===== config.mk =====
export PLATFORM = sky130hd
export DESIGN_NAME = delta_event_fifo
export DESIGN_NICKNAME = d
export VERILOG_FILES = /design/src/rtl/delta_event_fifo.sv
export SDC_FILE = /design/constraint.sdc
export NUM_CORES = 2
export LEC_CHECK = 0
export CAP_MARGIN = 30
export CORE_ASPECT_RATIO = 1.5
export CORE_MARGIN = 5
export CORE_UTILIZATION = 51
export CTS_CLUSTER_DIAMETER = 100
export DETAILED_ROUTE_END_ITERATION = 10
export PLACE_DENSITY = 0.68
export SLEW_MARGIN = 20
export SYNTH_ARGS = -nofsm -noshare
export SYNTH_HDL_FRONTEND = slang
export SYNTH_SLANG_ARGS = --single-unit

===== constraint.sdc =====
create_clock -name clk -period 10.1 [get_ports clk]
set_input_delay 2.02 -clock clk [delete_from_list [all_inputs] [get_ports clk]]
set_output_delay 2.02 -clock clk [all_outputs]
set_load 0.005 [all_outputs]

===== src/rtl/delta_event_fifo.sv =====
// Timestamped event FIFO behind the XOR delta engine: first-word-fall-through output, sticky overflow and saturating drop counter.
// Optional macro DELTA_EVENT_FIFO_POPCNT_EN stores a 7-bit popcount of each delta alongside it.
module delta_event_fifo #(
  parameter int DEPTH    = 16,
  parameter int TS_WIDTH = 16
) (
  input  logic                   clk,
  input  logic                   rst,
  input  logic [63:0]            delta_word,
  input  logic                   event_valid,
  input  logic                   output_ready,
  input  logic                   out_ready,
  input  logic                   clr_overflow,
  output logic                   out_valid,
  output logic [63:0]            out_delta,
  output logic [TS_WIDTH-1:0]    out_ts,
  output logic [6:0]             out_popcount,
  output logic [$clog2(DEPTH):0] fifo_count,
  output logic                   overflow,
  output logic [15:0]            drop_count
);

  localparam int AW = $clog2(DEPTH);
  localparam int CW = AW + 1;

  typedef enum logic [1:0] {ST_EMPTY, ST_ACTIVE, ST_FULL} state_t;

  state_t              state, state_nxt;
  logic [63:0]         mem_delta [DEPTH];
  logic [TS_WIDTH-1:0] mem_ts    [DEPTH];
  logic [AW-1:0]       wr_ptr, rd_ptr, rd_ptr_nxt;
  logic [TS_WIDTH-1:0] ts_cnt;
  logic [CW-1:0]       count_nxt;
  logic                push_req, pop, full, push_acc, drop, bypass;

  assign push_req   = output_ready && event_valid;
  assign pop        = out_valid && out_ready;
  assign full       = (fifo_count == CW'(DEPTH));
  assign push_acc   = push_req && (!full || pop);
  assign drop       = push_req && !push_acc;
  assign rd_ptr_nxt = rd_ptr + AW'(pop);
  // The incoming word becomes the head when nothing older remains after this cycle's pop.
  assign bypass     = push_acc && ((fifo_count == '0) || (fifo_count == CW'(1) && pop));
  assign out_valid  = (state != ST_EMPTY);

  always_comb begin
    count_nxt = fifo_count;
    if (push_acc && !pop)      count_nxt = fifo_count + CW'(1);
    else if (pop && !push_acc) count_nxt = fifo_count - CW'(1);
  end

  always_comb begin
    state_nxt = state;
    case (state)
      ST_EMPTY:  if (push_acc) state_nxt = ST_ACTIVE;
      ST_ACTIVE: begin
        if (count_nxt == CW'(DEPTH)) state_nxt = ST_FULL;
        else if (count_nxt == '0)    state_nxt = ST_EMPTY;
      end
      ST_FULL:   if (pop && !push_acc) state_nxt = ST_ACTIVE;
      default:   state_nxt = ST_EMPTY;
    endcase
  end

`ifdef DELTA_EVENT_FIFO_POPCNT_EN
  logic [6:0] mem_pc [DEPTH];
  logic [6:0] in_pc;

  always_comb begin
    in_pc = 7'd0;
    for (int i = 0; i < 64; i++) in_pc = in_pc + 7'(delta_word[i]);
  end

  always_ff @(posedge clk) begin
    if (!rst && push_acc) mem_pc[wr_ptr] <= in_pc;
  end

  always_ff @(posedge clk) begin
    if (rst)                                    out_popcount <= 7'd0;
    else if (bypass)                            out_popcount <= in_pc;
    else if (pop && count_nxt != '0)            out_popcount <= mem_pc[rd_ptr_nxt];
  end
`else
  assign out_popcount = 7'd0;
`endif

  always_ff @(posedge clk) begin
    if (!rst && push_acc) begin
      mem_delta[wr_ptr] <= delta_word;
      mem_ts[wr_ptr]    <= ts_cnt;
    end
  end

  always_ff @(posedge clk) begin
    if (rst) begin
      state      <= ST_EMPTY;
      wr_ptr     <= '0;
      rd_ptr     <= '0;
      ts_cnt     <= '0;
      fifo_count <= '0;
      out_delta  <= '0;
      out_ts     <= '0;
      overflow   <= 1'b0;
      drop_count <= 16'd0;
    end else begin
      state      <= state_nxt;
      ts_cnt     <= ts_cnt + TS_WIDTH'(1);
      fifo_count <= count_nxt;
      rd_ptr     <= rd_ptr_nxt;
      if (push_acc) wr_ptr <= wr_ptr + AW'(1);
      if (bypass) begin
        out_delta <= delta_word;
        out_ts    <= ts_cnt;
      end else if (pop && count_nxt != '0) begin
        out_delta <= mem_delta[rd_ptr_nxt];
        out_ts    <= mem_ts[rd_ptr_nxt];
      end
      // A drop in the same cycle as a clear restarts the tally at one.
      if (drop) begin
        overflow <= 1'b1;
        if (clr_overflow)                 drop_count <= 16'd1;
        else if (drop_count != 16'hFFFF)  drop_count <= drop_count + 16'd1;
      end else if (clr_overflow) begin
        overflow   <= 1'b0;
        drop_count <= 16'd0;
      end
    end
  end

endmodule


Word-level counts from Yosys, hierarchy flattened

Memory sizes are Yosys's and may differ from the RTL's.
Index checks and enable logic that the tools add are counted.
Widths: inputs -> output; s select.

Bits in registers: 128
Bits in latches: 0
RAM bits: 1,280
Memory bits (read-only): 0
Input port bits: 70
Output and inout port bits: 110
Logic and storage cells: 71
Memories kept: 2

$add $sub $neg: 6
Multiply operators: 0
Div/mod/pow operators: 0
Magnitude comparators: 0
Equality and inequality tests: 9
Shifts and indexed selects: 0
Mux-type cells: 19
Bitwise logic cells: 0
Reductions and logical operators: 26

Memories:

| name      | words | width | read ports | clocked after Yosys merged registers in | wr ports | RTL line | source |
|---|---|---|---|---|---|---|---|
| mem_delta | 16    | 64    | 1          | 0                                       | 1        | 29       | `logic [63:0] mem_delta [DEPTH];` |
| mem_ts    | 16    | 16    | 1          | 0                                       | 1        | 30       | `logic [TS_WIDTH-1:0] mem_ts [DEPTH];` |

Operators by type and width:

| kind                  | count |
|---|---|
| $mux 64               | 2 |
| $mux 16               | 6 |
| $add 16x1->16 const B | 2 |
| $ne 16x16->1 const B  | 1 |
| $eq 5x5->1 const B    | 2 |
| $logic_and 1x1->1     | 10 |
| $logic_not 5->1       | 2 |
| $mux 5                | 2 |
| $mux 2                | 4 |
| $reduce_bool 2->1     | 4 |
| $pmux 2 s3            | 1 |
| $add 5x1->5 const B   | 1 |
| $eq 5x1->1 const B    | 1 |
| $reduce_bool 5->1     | 1 |
| $sub 5x1->5 const B   | 1 |
| $add 4x1->4           | 1 |
| $add 4x1->4 const B   | 1 |
| $logic_not 1->1       | 4 |
| $mux 1                | 4 |
| $ne 2x2->1 const B    | 2 |
| $ne 3x3->1 const B    | 1 |
| $reduce_and 3->1      | 1 |
| $eq 2x1->1 const B    | 1 |
| $eq 2x2->1 const B    | 1 |
| other kinds (3)       | 4 |

Depth between registers and ports, before layout

Depth after elaboration: 12
Depth in mapped cells: 13
Depth with buffers taken out: 10

Least setup slack after synthesis

Ideal clock, no wire load.

Path type: input to register
Start point: input port output_ready
End point: memory mem_delta[3][0] (enable)
Library setup time: 0.616 ns
Arrival: 8.405 ns
Required time: 9.484 ns
Slack: 1.079 ns
Stages: 6
Buffers on the path: 1
Cell sequence: nand2_1 clkbuf_1 a21oi_1 and2_1 nand2_1 nor3_1

Longest elaborated chain between the ends: 5

Ends and longest elaborated chain:

| what                         | RTL line | source |
|---|---|---|
| start: declaration           | 11       | `input logic output_ready,` |
| $logic_and 1x1->1            | 36       | `assign push_req = output_ready && event_valid;` |
| $logic_and 1x1->1            | 39       | `assign push_acc = push_req && (!full \|\| pop);` |
| $logic_and 1x1->1            | 88       | `if (!rst && push_acc) begin` |
| $mux 1                       | 88       |  |
| $mux 1 (not written as such) | 89       | `mem_delta[wr_ptr] <= delta_word;` |
| end: declaration             | 29       |  |

Every way passes these cells.

Final worst setup path

Start point: input port output_ready
End point: memory mem_ts[5][6] (enable)

Longest elaborated chain between the ends: 5

Ends and longest elaborated chain:

| what                         | RTL line | source |
|---|---|---|
| $logic_and 1x1->1            | 36       |  |
| $logic_and 1x1->1            | 39       |  |
| $logic_and 1x1->1            | 88       |  |
| $mux 1                       | 88       |  |
| $mux 1 (not written as such) | 90       | `mem_ts[wr_ptr] <= ts_cnt;` |
| end: declaration             | 30       |  |

Every way passes these cells.

==> flow_results.org <==
** Synthesis
- Synthesis produced a netlist whose cell count is 2720.
- In the synthesized netlist the async set-or-reset flop fraction comes to 0.
- Synth top area cells :: edfxtp_1, mux4_2, dfxtp_1
- Yosys mapped a number of flops with a built-in enable equal to roughly 1300.
- Among all flip-flop cells after synthesis, the most frequent one is edfxtp_1.
- Number of distinct library cells after synthesis :: 60
- Synthesis warning total :: 0
- Per-instance average area after synthesis :: 19.89 um2
- The biggest area contributor in the post-synthesis netlist is edfxtp_1.
- The cell area that synthesis handed to floorplanning was 54110 um2.
- Of the synthesized area, sequential elements account for 0.7577.
- Yosys top cell area share :: 0.7103
- Counting flops and latches in the post-synthesis netlist gives 1408.

** Clocking
- Once the clock tree was built, the resizer swapped 0 gates to a different size.
- After clock tree synthesis, the clock-pin slew on the worst setup and hold paths is approximately 60 ps.
- The H-tree generated during clock tree synthesis spans 3 levels.
- Source-to-sink clock delay at the later pin of the worst-skew pair :: 740 ps
- TritonCTS Buffers :: 121
- The number of hold buffers added after CTS was 0.
- Longest Clk Path Bufs :: 3
- CTS saw 1408 sinks.
- # Post-CTS Setup Buffers :: 0
- In this run the clock root is driven by a clkbuf_16.
- CTS tree :: yes

** Place
- After detailed placement, the total cell area comes to 57590 um2.
- Number of buffer cells added on primary ports :: about 170
- Final weighted congestion in routability-driven placement :: 0.7454
- HPWL after DPL :: roughly 64000 um

** Route
- In the routed design, unresolved DRC markers number 0.
- After the first detailed-routing iteration, the DRC count stood at 3024.
- In the final routed layout, each cell accounts on average for 28.93 um.
- In this run the remaining antenna-violating nets after routing total 0.
- For this run, the detailed router's first-pass iteration total came to 6.
- Detailed Route WL :: 127900 um
- Via density :: approximately 6.3
- The routed layout has about 28000 vias.

** Floorplan
- The die covers ~110000 um2.
- Chip Height :: between 400 and 500 um
- The floorplan has 146 rows.
- Initial Util :: 0.5125
- Pin placement for this block handled 180 I/O pins.
- Die X-Extent :: 276.0 um
- The core region is ~110000 um2.

** Layout
- Registers take 41000 um2.
- Once layout is complete, the utilization of the core stands at 0.5854.
- Summing all multi-input logic gate instances after layout gives 12460 um2.
- The area growth from synthesis to layout is 14.23%.
- After routing the design area is ~62000 um2.
- In the final layout, the share of cells above drive strength 1 is 0.2061.
- Leading cell type in the layout, fill and taps excluded :: edfxtp_1
- Leading cell types in the layout, fill and taps excluded :: edfxtp_1, mux4_2, nand2_1, clkdlybuf4s50_1, dfxtp_1
- Net count of the finished layout :: roughly 3000
- FILL cells :: 7702

** Critical path
- Depth of the worst register-to-register path :: 8
- Critical Path End :: mem_ts[5][6]
- Startpoint-to-endpoint class of the critical path :: in2reg
- STA classifies the critical path endpoint as a flop.
- Setup slack of the worst register-to-register path :: 5710 ps
- Kind of launch point of the worst setup path :: input port
- Critical-path maximum fanout :: 38
- The most critical setup path has its startpoint at output_ready.
- Startpoint of the worst-slack reg-to-reg timing path :: fifo_count[0]
- STA puts the critical path data arrival time at 5530 ps.
- In this run the critical register-to-register path is captured at mem_ts[5][6].
- CP Data Required Time :: 10440 ps

** Global routing
- The initial antenna violation count is 9.
- Global-route wire length before repair :: about 190000 um
- Total grt overflow :: 0
- Maximum number of pins on one net before global-route repair :: 163
- Via count of the first global-routing pass :: 28750
- Across every metal layer, demand over resource in global routing totals 0.2270.

** STA
- Setup repair after global routing left no endpoint under its margin.
- Peak clock frequency supported by timing :: just under 0.2 GHz
- For the pin with the worst max-slew slack, the measured transition is 1046 ps.
- Summed over all failing endpoints, the final setup total negative slack is 0 ps.
- Setup violations, final :: 0
- Post-route clock period utilization :: 0.5141
- The total count of max-transition violations in the final report was 0.
- Final hold viol count :: 0
- The routed design could run at a clock period as short as 5192 ps.
- Measured against its own limit, the worst slew margin works out to 0.3027.
- Clock Skew :: between 40 and 50 ps

** Pwr
- Combinational fraction of design power :: 0.101
- Total leakage power :: 18.76 nW
- Net Switching :: around 0.0028 W
- Of the total power, the share spent switching nets is 0.2223.
- Fraction of power consumed by the clock network :: 0.384
- Relative contribution of sequential cells to total power :: 0.515
- Dividing total power by cell area gives a power density of around 200 nW/um2.
- Peak supply drop :: 0.1829 mV
- Internal portion of total power :: 0.009818 W

** Run
- Max cap viols :: 0

** Worst hold path
- Worst hold path class :: reg2reg

** Status
- The run finished with clean final reports.
## cells by family after synthesis
| kind of cell | Yosys count | share of synthesized area |
|---|---|---|
| buffers and inverters | 189 | 0.01595 |
| AND/OR/NAND/NOR | 386 | 0.03193 |
| XOR/XNOR | 30 | 0.004856 |
| multiplexers | 403 | 0.1486 |
| AO/OA/AOI/OAI | 291 | 0.03818 |
| flip-flops | 1408 | 0.7577 |
| adder cells (fa/ha/maj) | 12 | 0.002775 |
| other | 1 | 0.00006930 |
## final cells by class
type / count / area share
tap: 1406 / 0.02846
clock inverter: 65 / 0.01293
sequential: 1408 / 0.6633
inverter: 10 / 0.0006477
multi-input combinational: 1129 / 0.2016
antenna: 6 / 0.0002429
clock buffer: 167 / 0.05475
timing repair buffer: 229 / 0.03809
## state kept, by name (all words and copies together), names as in the netlist, 4 cells and up
register    flops
mem_delta    1024
out_delta      64
drop_count     16
mem_ts        256
ts_cnt         16
fifo_count      5
wr_ptr          4
rd_ptr          4
out_ts         16
## metal layers
layer	track usage	part of all wire	up-vias	wire [um]
li1	-	-	11570	-
met3	0.03656	0.077	196	9883
met5	0	0.00026	-	33
met2	0.3859	0.51	1236	65650
met4	0.05883	0.023	6	2983
met1	0.3102	0.39	14640	49350
## through the flow
stage / hold slack [ps] / std cells / power (W) / setup slack, ps
floorplan: 463.4 / 2726 / 0.007457 / 1079
global placement: 464.0 / 4176 / 0.007887 / 3942
detailed placement: 468.6 / 4181 / 0.007914 / 3892
CTS: 479.6 / 4413 / 0.01272 / 4661
global route: 497.1 / 4417 / 0.01307 / 4755
finish: 475.4 / 4420 / 0.01262 / 4908
## worst max-delay path: stages
cell             delay [ps]
clkdlybuf4s50_1         520
nand2_1                 260
a21oi_1                 600
and2_1                  290
nand2_1                 230
nor2_4                  800
buf_4                   780
## synthesized netlist by cell type (10+ instances only)
library cell / number
buf_4: 10
ha_1: 12
dfxtp_1: 128
o22ai_1: 69
nor3_1: 12
edfxtp_1: 1280
clkbuf_1: 115
xor2_1: 23
a21oi_1: 11
o21ai_0: 92
buf_2: 44
nand2_1: 175
o22ai_2: 10
mux4_2: 320
nor2_1: 61
nand4_1: 15
mux2i_1: 82
nand3_1: 92
a32oi_1: 79
## worst min-delay path by stage
stage	from	endpoint	slack [ps]	depth (start not counted)
2_1_floorplan	out_delta[14]	out_delta[14]	460	2
6_report	overflow	overflow	480	2
5_1_grt	out_delta[1]	out_delta[1]	500	2
4_1_cts	overflow	overflow	480	2
3_3_place_gp	overflow	overflow	460	2
3_5_place_dp	overflow	overflow	470	2
## power by group through the flow
stage	clock, W	combinational [W]	sequential (W)
finish	0.00485	0.00128	0.00650
CTS	0.00492	0.00129	0.00650
floorplan	0	0.000863	0.00659
global route	0.00518	0.00139	0.00650
detailed placement	0	0.00129	0.00663
global placement	0	0.00126	0.00663
Power figures use the tool's default switching activity.
==> patch 1 (config.mk and constraints unchanged) <==
Change the parameter `TS_WIDTH` from 16 to 32.
--- a/src/rtl/delta_event_fifo.sv
+++ b/src/rtl/delta_event_fifo.sv
@@ -4,3 +4,3 @@
   parameter int DEPTH    = 16,
-  parameter int TS_WIDTH = 16
+  parameter int TS_WIDTH = 32
 ) (
Interface: changed (resized out_ts); port bits go from 180 to 196. No check against the original RTL was run, so the function may have changed too.
==> patch 1 against the unedited design <==
- wire length increased by 16%
- hold slack improved by 0.0099 ns
- maximum frequency decreased by 6.6%
- final area increased by 21%
- area after synthesis increased by 21%
- total power increased by 18%
- die area increased by 20%
- count of clock-buffer cells in the layout increased by 52
- sequential cell count increased by 288
- global-route usage decreased by 0.62 points
- via count increased by 18%
- setup slack got worse by 0.36 ns
- utilization about the same
- combinational power decreased by 10%
- critical endpoint is now mem_delta[2][28]
- highest routed layer unchanged
==> patch 1: results (changes against the unedited design) <==
- Crit path DAT: 5.94 ns (+0.41 ns)
- Detailed Route Iter0 Violations: 3084 (+2.0%)
- Count of buffers from port buffering: 188 (+9.3%)
- Endpoint of the worst register-to-register path: mem_delta[2][28]
- Number of clock buffers inserted by TritonCTS: 154 (+27%)
- Min cycle time layout: 5.56 ns (+0.365 ns)
- Fraction of layout instances using a drive strength above 1: 21.2% (+0.58 points)
- Pin count of the biggest net entering global routing: 132 (-19%)
- Net switching share of the total power: 21.4% (-0.78 points)
- Final GP Congestion: 0.757 (+1.5%)
- Share of the synthesized area in compound gates (AO/OA/AOI/OAI): 3.85% (+0.030 points)
- Number of unique standard cell types used by synthesis: 55 (-8.3%)
- Number of vias in the routed layout: 32500 (+18%)
- Sequential cell area fraction in the yosys report: 75.4% (-0.39 points)
- Net count of the finished layout: 3575 (+20%)
- GRT Resource Usage Total: 22.1% (-0.62 points)
- HPWL Detailed: 79800 microns (+25%)
- Number of global-route vias before repair: 34100 (+19%)
- Clock Skew: 0.0246 ns (-0.0155 ns)
- Area share of fa/ha/maj cells after synthesis: 0.229% (-0.048 points)
- Routed length per placed instance: 27.9 microns (-3.6%)
- Result of the run: complete, no violations
- R2r startpoint: fifo_count[1]
- Synthesized instance count: 3279 (+21%)
- Number of H-tree levels: 4 (+1)
- Maximum vdd drop: 0.000167 V (-8.6%)
- FF-to-FF setup slack: 5.43 ns (-0.28 ns)
- Synthesized-area fraction occupied by xor and xnor cells: 0.562% (+0.077 points)
- Post-synth EDFFs: 1536 (+20%)
- Worst Setup Slack post-DPL: 3.64 ns (-0.250 ns)
- Critical-path maximum fanout: 52 (+37%)
- Static leakage: 0.0228 uW (+22%)
- Destination of the critical timing path: mem_delta[2][28]
- Global-route wire length before repair: 223000 microns (+17%)
- Largest regs: mem_delta x1024, mem_ts x512, out_delta x64
- Multiplexer share of the synthesized area: 14.7% (-0.14 points)
- Worst-skew pair later-pin latency: 0.78 ns (+0.04 ns)
- Worst Tran Pin Value: 1.00 ns (-0.0427 ns)
patch 1: worst min-delay path by stage:
stage / to / cells after the start / slack, ns
floorplan: overflow / 2 / 0.47
global placement: overflow / 2 / 0.47
detailed placement: overflow / 2 / 0.48
CTS: overflow / 2 / 0.49
global route: out_ts[25] / 2 / 0.51
finish: overflow / 2 / 0.49
patch 1: routing by layer:
metal / global-route usage, % / wire length, microns
met1: 28.7 / 56900
met2: 39.1 / 80000
met5: 0 / 41
met3: 3.18 / 8070
met4: 6.39 / 3950
patch 1: through the flow:
step,cells,util (%)
2_1_floorplan,3285,-
3_3_place_gp,5035,54.2
3_5_place_dp,5045,54.4
4_1_cts,5332,58.5
5_1_grt,5337,58.5
6_report,5340,58.5
patch 1: critical path, cell delays in order:
cell,delay (ns)
sky130_fd_sc_hd__clkdlybuf4s50_1,0.51
sky130_fd_sc_hd__nand2_1,0.29
sky130_fd_sc_hd__a21oi_1,0.69
sky130_fd_sc_hd__nor2b_1,0.34
sky130_fd_sc_hd__nand2_1,0.29
sky130_fd_sc_hd__nor3_4,0.18
sky130_fd_sc_hd__buf_4,0.68
sky130_fd_sc_hd__buf_4,0.89
patch 1: power groups by stage:
stage / Clock (uW) / Combinational [uW] / Sequential, uW
3_3_place_gp: 0 / 1150 / 7910
5_1_grt: 6350 / 1240 / 7760
2_1_floorplan: 0 / 745 / 7890
3_5_place_dp: 0 / 1170 / 7910
4_1_cts: 6070 / 1170 / 7760
6_report: 5950 / 1150 / 7760
patch 1: final cells by class:
class | instances | area, sq um
Antenna cell | 5 | 12.5
Clock buffer | 219 | 4400
Clock inverter | 68 | 820
Fill cell | 9225 | 53100
Inverter | 9 | 33.8
Multi-Input combinational cell | 1366 | 15300
Sequential cell | 1696 | 49300
Tap cell | 1711 | 2140
Timing Repair Buffer | 266 | 2800
==> patch 2 (same settings) <==
Without the edit above. Compare `fifo_count` against `CW'(DEPTH)` with >= in place of ==.
--- a/src/rtl/delta_event_fifo.sv
+++ b/src/rtl/delta_event_fifo.sv
@@ -37,3 +37,3 @@
   assign pop        = out_valid && out_ready;
-  assign full       = (fifo_count == CW'(DEPTH));
+  assign full       = (fifo_count >= CW'(DEPTH));
   assign push_acc   = push_req && (!full || pop);
Formal check against the unedited RTL: no difference found for any inputs over 4 cycles, from zero or initial values and one cycle with rst high; that may be too few to reach the edited logic, so the function may still have changed.
==> patch 2 against the unedited design <==
- final area is 1.6% higher
- die area is 1.4% higher
- synthesized cell count is 3.2% higher
- area after synthesis is 1.5% higher
- largest cell class unchanged
- hold slack better by 0.013 ns
- wire length is 4.1% higher
- first-iteration DRC count is 1.2% higher
- sequential cell count stayed put
- total power is 0.44% higher
- register-to-register slack worse by 0.15 ns
- setup slack worse by 0.49 ns
==> patch 2: results (changes against the unedited design) <==
- Result of the run: complete, no violations
- Number of global-route vias before repair: 29800 (+3.6%)
- Synthesized-area fraction occupied by xor and xnor cells: 0.415% (-0.071 points)
- Static leakage: 0.0196 uW (+4.6%)
- Min-Delay Path Class: flop to flop
- Worst stage delay on the critical path: 0.89 ns (+0.09 ns)
- Critical-path maximum fanout: 43 (+13%)
- Fraction of layout instances using a drive strength above 1: 22.1% (+1.5 points)
- Number of antenna violations at the first check in global routing: 6 (-3)
- Global-route wire length before repair: 198000 microns (+4.0%)
- Number of unique standard cell types used by synthesis: 62 (+3.3%)
- Final non-filler cell total: 4521 (+2.3%)
- Top cells by area in the synthesized netlist: sky130_fd_sc_hd__edfxtp_1 (70%), sky130_fd_sc_hd__mux4_2 (13%), sky130_fd_sc_hd__dfxtp_1 (4.7%), sky130_fd_sc_hd__a2bb2oi_2 (1.1%), sky130_fd_sc_hd__a211oi_1 (0.97%)
- Worst Setup Slack post-DPL: 3.57 ns (-0.327 ns)
- Clock Skew: 0.0184 ns (-0.0217 ns)
- Final GP Congestion: 0.770 (+3.3%)
- Total of cells resized after clock tree synthesis: 0 (unchanged)
- Asr flop ratio synth: 0% (unchanged)
- HPWL Detailed: 67800 microns (+6.4%)
- Number of fill cells: 7647 (-0.71%)
- Mapped Avg Cell Area: 19.6 sq um (-1.6%)
- GRT Resource Usage Total: 23.2% (+0.46 points)
- Maximum vdd drop: 0.000155 V (-15%)
- Pin count of the biggest net entering global routing: 131 (-20%)
- Hold Slack: 0.489 ns (+0.0134 ns)
- Commonest cells in the netlist: sky130_fd_sc_hd__edfxtp_1 (1280), sky130_fd_sc_hd__mux4_2 (320), sky130_fd_sc_hd__nand2_1 (140), sky130_fd_sc_hd__dfxtp_1 (128), sky130_fd_sc_hd__nor2_1 (122)
- Worst-case setup margin in the final layout: 4.42 ns (-0.492 ns)
- Detailed-route wire length: 133000 microns (+4.1%)
- Sequential cell area fraction in the yosys report: 74.7% (-1.1 points)
- Detailed Route Iter0 Violations: 3059 (+1.2%)
- FF-to-FF path depth: 11 (+3)
- Clock Tree Root: sky130_fd_sc_hd__clkbuf_16
- Relative slew margins: 30.0% (-0.23 points)
- Cell type group with the largest total delay on the critical path: buffers and inverters
- DP Area: 58600 sq um (+1.8%)
- TritonRoute pass-1 iters: 5 (-1)
- Max Root-Sink Buffers: 3 (unchanged)
- Number of vias in the routed layout: 28400 (+2.6%)
- Share of the synthesized area in compound gates (AO/OA/AOI/OAI): 4.52% (+0.70 points)
- Crit path DAT: 6.35 ns (+0.82 ns)
- Net count of the finished layout: 3078 (+3.3%)
- Max stage delay cell, worst path: sky130_fd_sc_hd__a2111oi_0
- Placed Instances: 4286 (+2.5%)
- Count of buffers from port buffering: 172 (unchanged)
- FF-to-FF setup slack: 5.56 ns (-0.15 ns)
- Multiplexer share of the synthesized area: 14.4% (-0.48 points)
- Area share of fa/ha/maj cells after synthesis: 0.251% (-0.027 points)
patch 2: power breakdown:
| group | total [uW] | switching, uW | internal [uW] |
|---|---|---|---|
| logic | 1400 | 662 | 734 |
| clock network | 4740 | 2060 | 2680 |
| registers | 6550 | 106 | 6440 |
patch 2: kinds of logic (layout without fill, tap and decap cells):
kind of cell | count (synthesis) | count (layout)
buffers and inverters | 191 | 481
adders and majority gates | 11 | 11
muxes | 385 | 385
DFF | 1408 | 1408
xor gates and xnor gates | 26 | 26
other | 1 | 10
AOI/OAI and AO/OA | 293 | 293
and+or+nand+nor | 492 | 492
patch 2: worst paths after layout:
check	start	end
worst min-delay path	overflow	overflow
worst min register to register	overflow	overflow
worst max-delay path	out_ready	out_delta[57]
worst max register to register	state[1]	out_delta[57]
patch 2: area by class of cell:
cell class / instances / area, sq um / share of cell area [%]
flip-flops and latches: 1408 / 41000 / 65.3
multi-input cells: 1214 / 13300 / 21.2
clock buffers: 161 / 3330 / 5.31
repair buffers: 245 / 2560 / 4.08
well taps: 1415 / 1770 / 2.82
clock inverters: 68 / 743 / 1.18
inverters: 7 / 26.3 / 0.0419
diodes: 3 / 7.51 / 0.0120
patch 2: layer usage:
| layer | routed length (microns) | vias to the layer above | global-route usage [%] |
|---|---|---|---|
| met5 | 0 | - | 0 |
| met4 | 3210 | 0 | 6.23 |
| met3 | 9230 | 201 | 3.35 |
| met2 | 71200 | 1213 | 41.7 |
| met1 | 49500 | 15100 | 29.8 |
| li1 | - | 11900 | - |
patch 2: tightest hold or removal path, stage by stage (launching register included):
cell	delay (ns)
sky130_fd_sc_hd__dfxtp_1	0.31
sky130_fd_sc_hd__nand2b_1	0.07
sky130_fd_sc_hd__a21oi_1	0.06
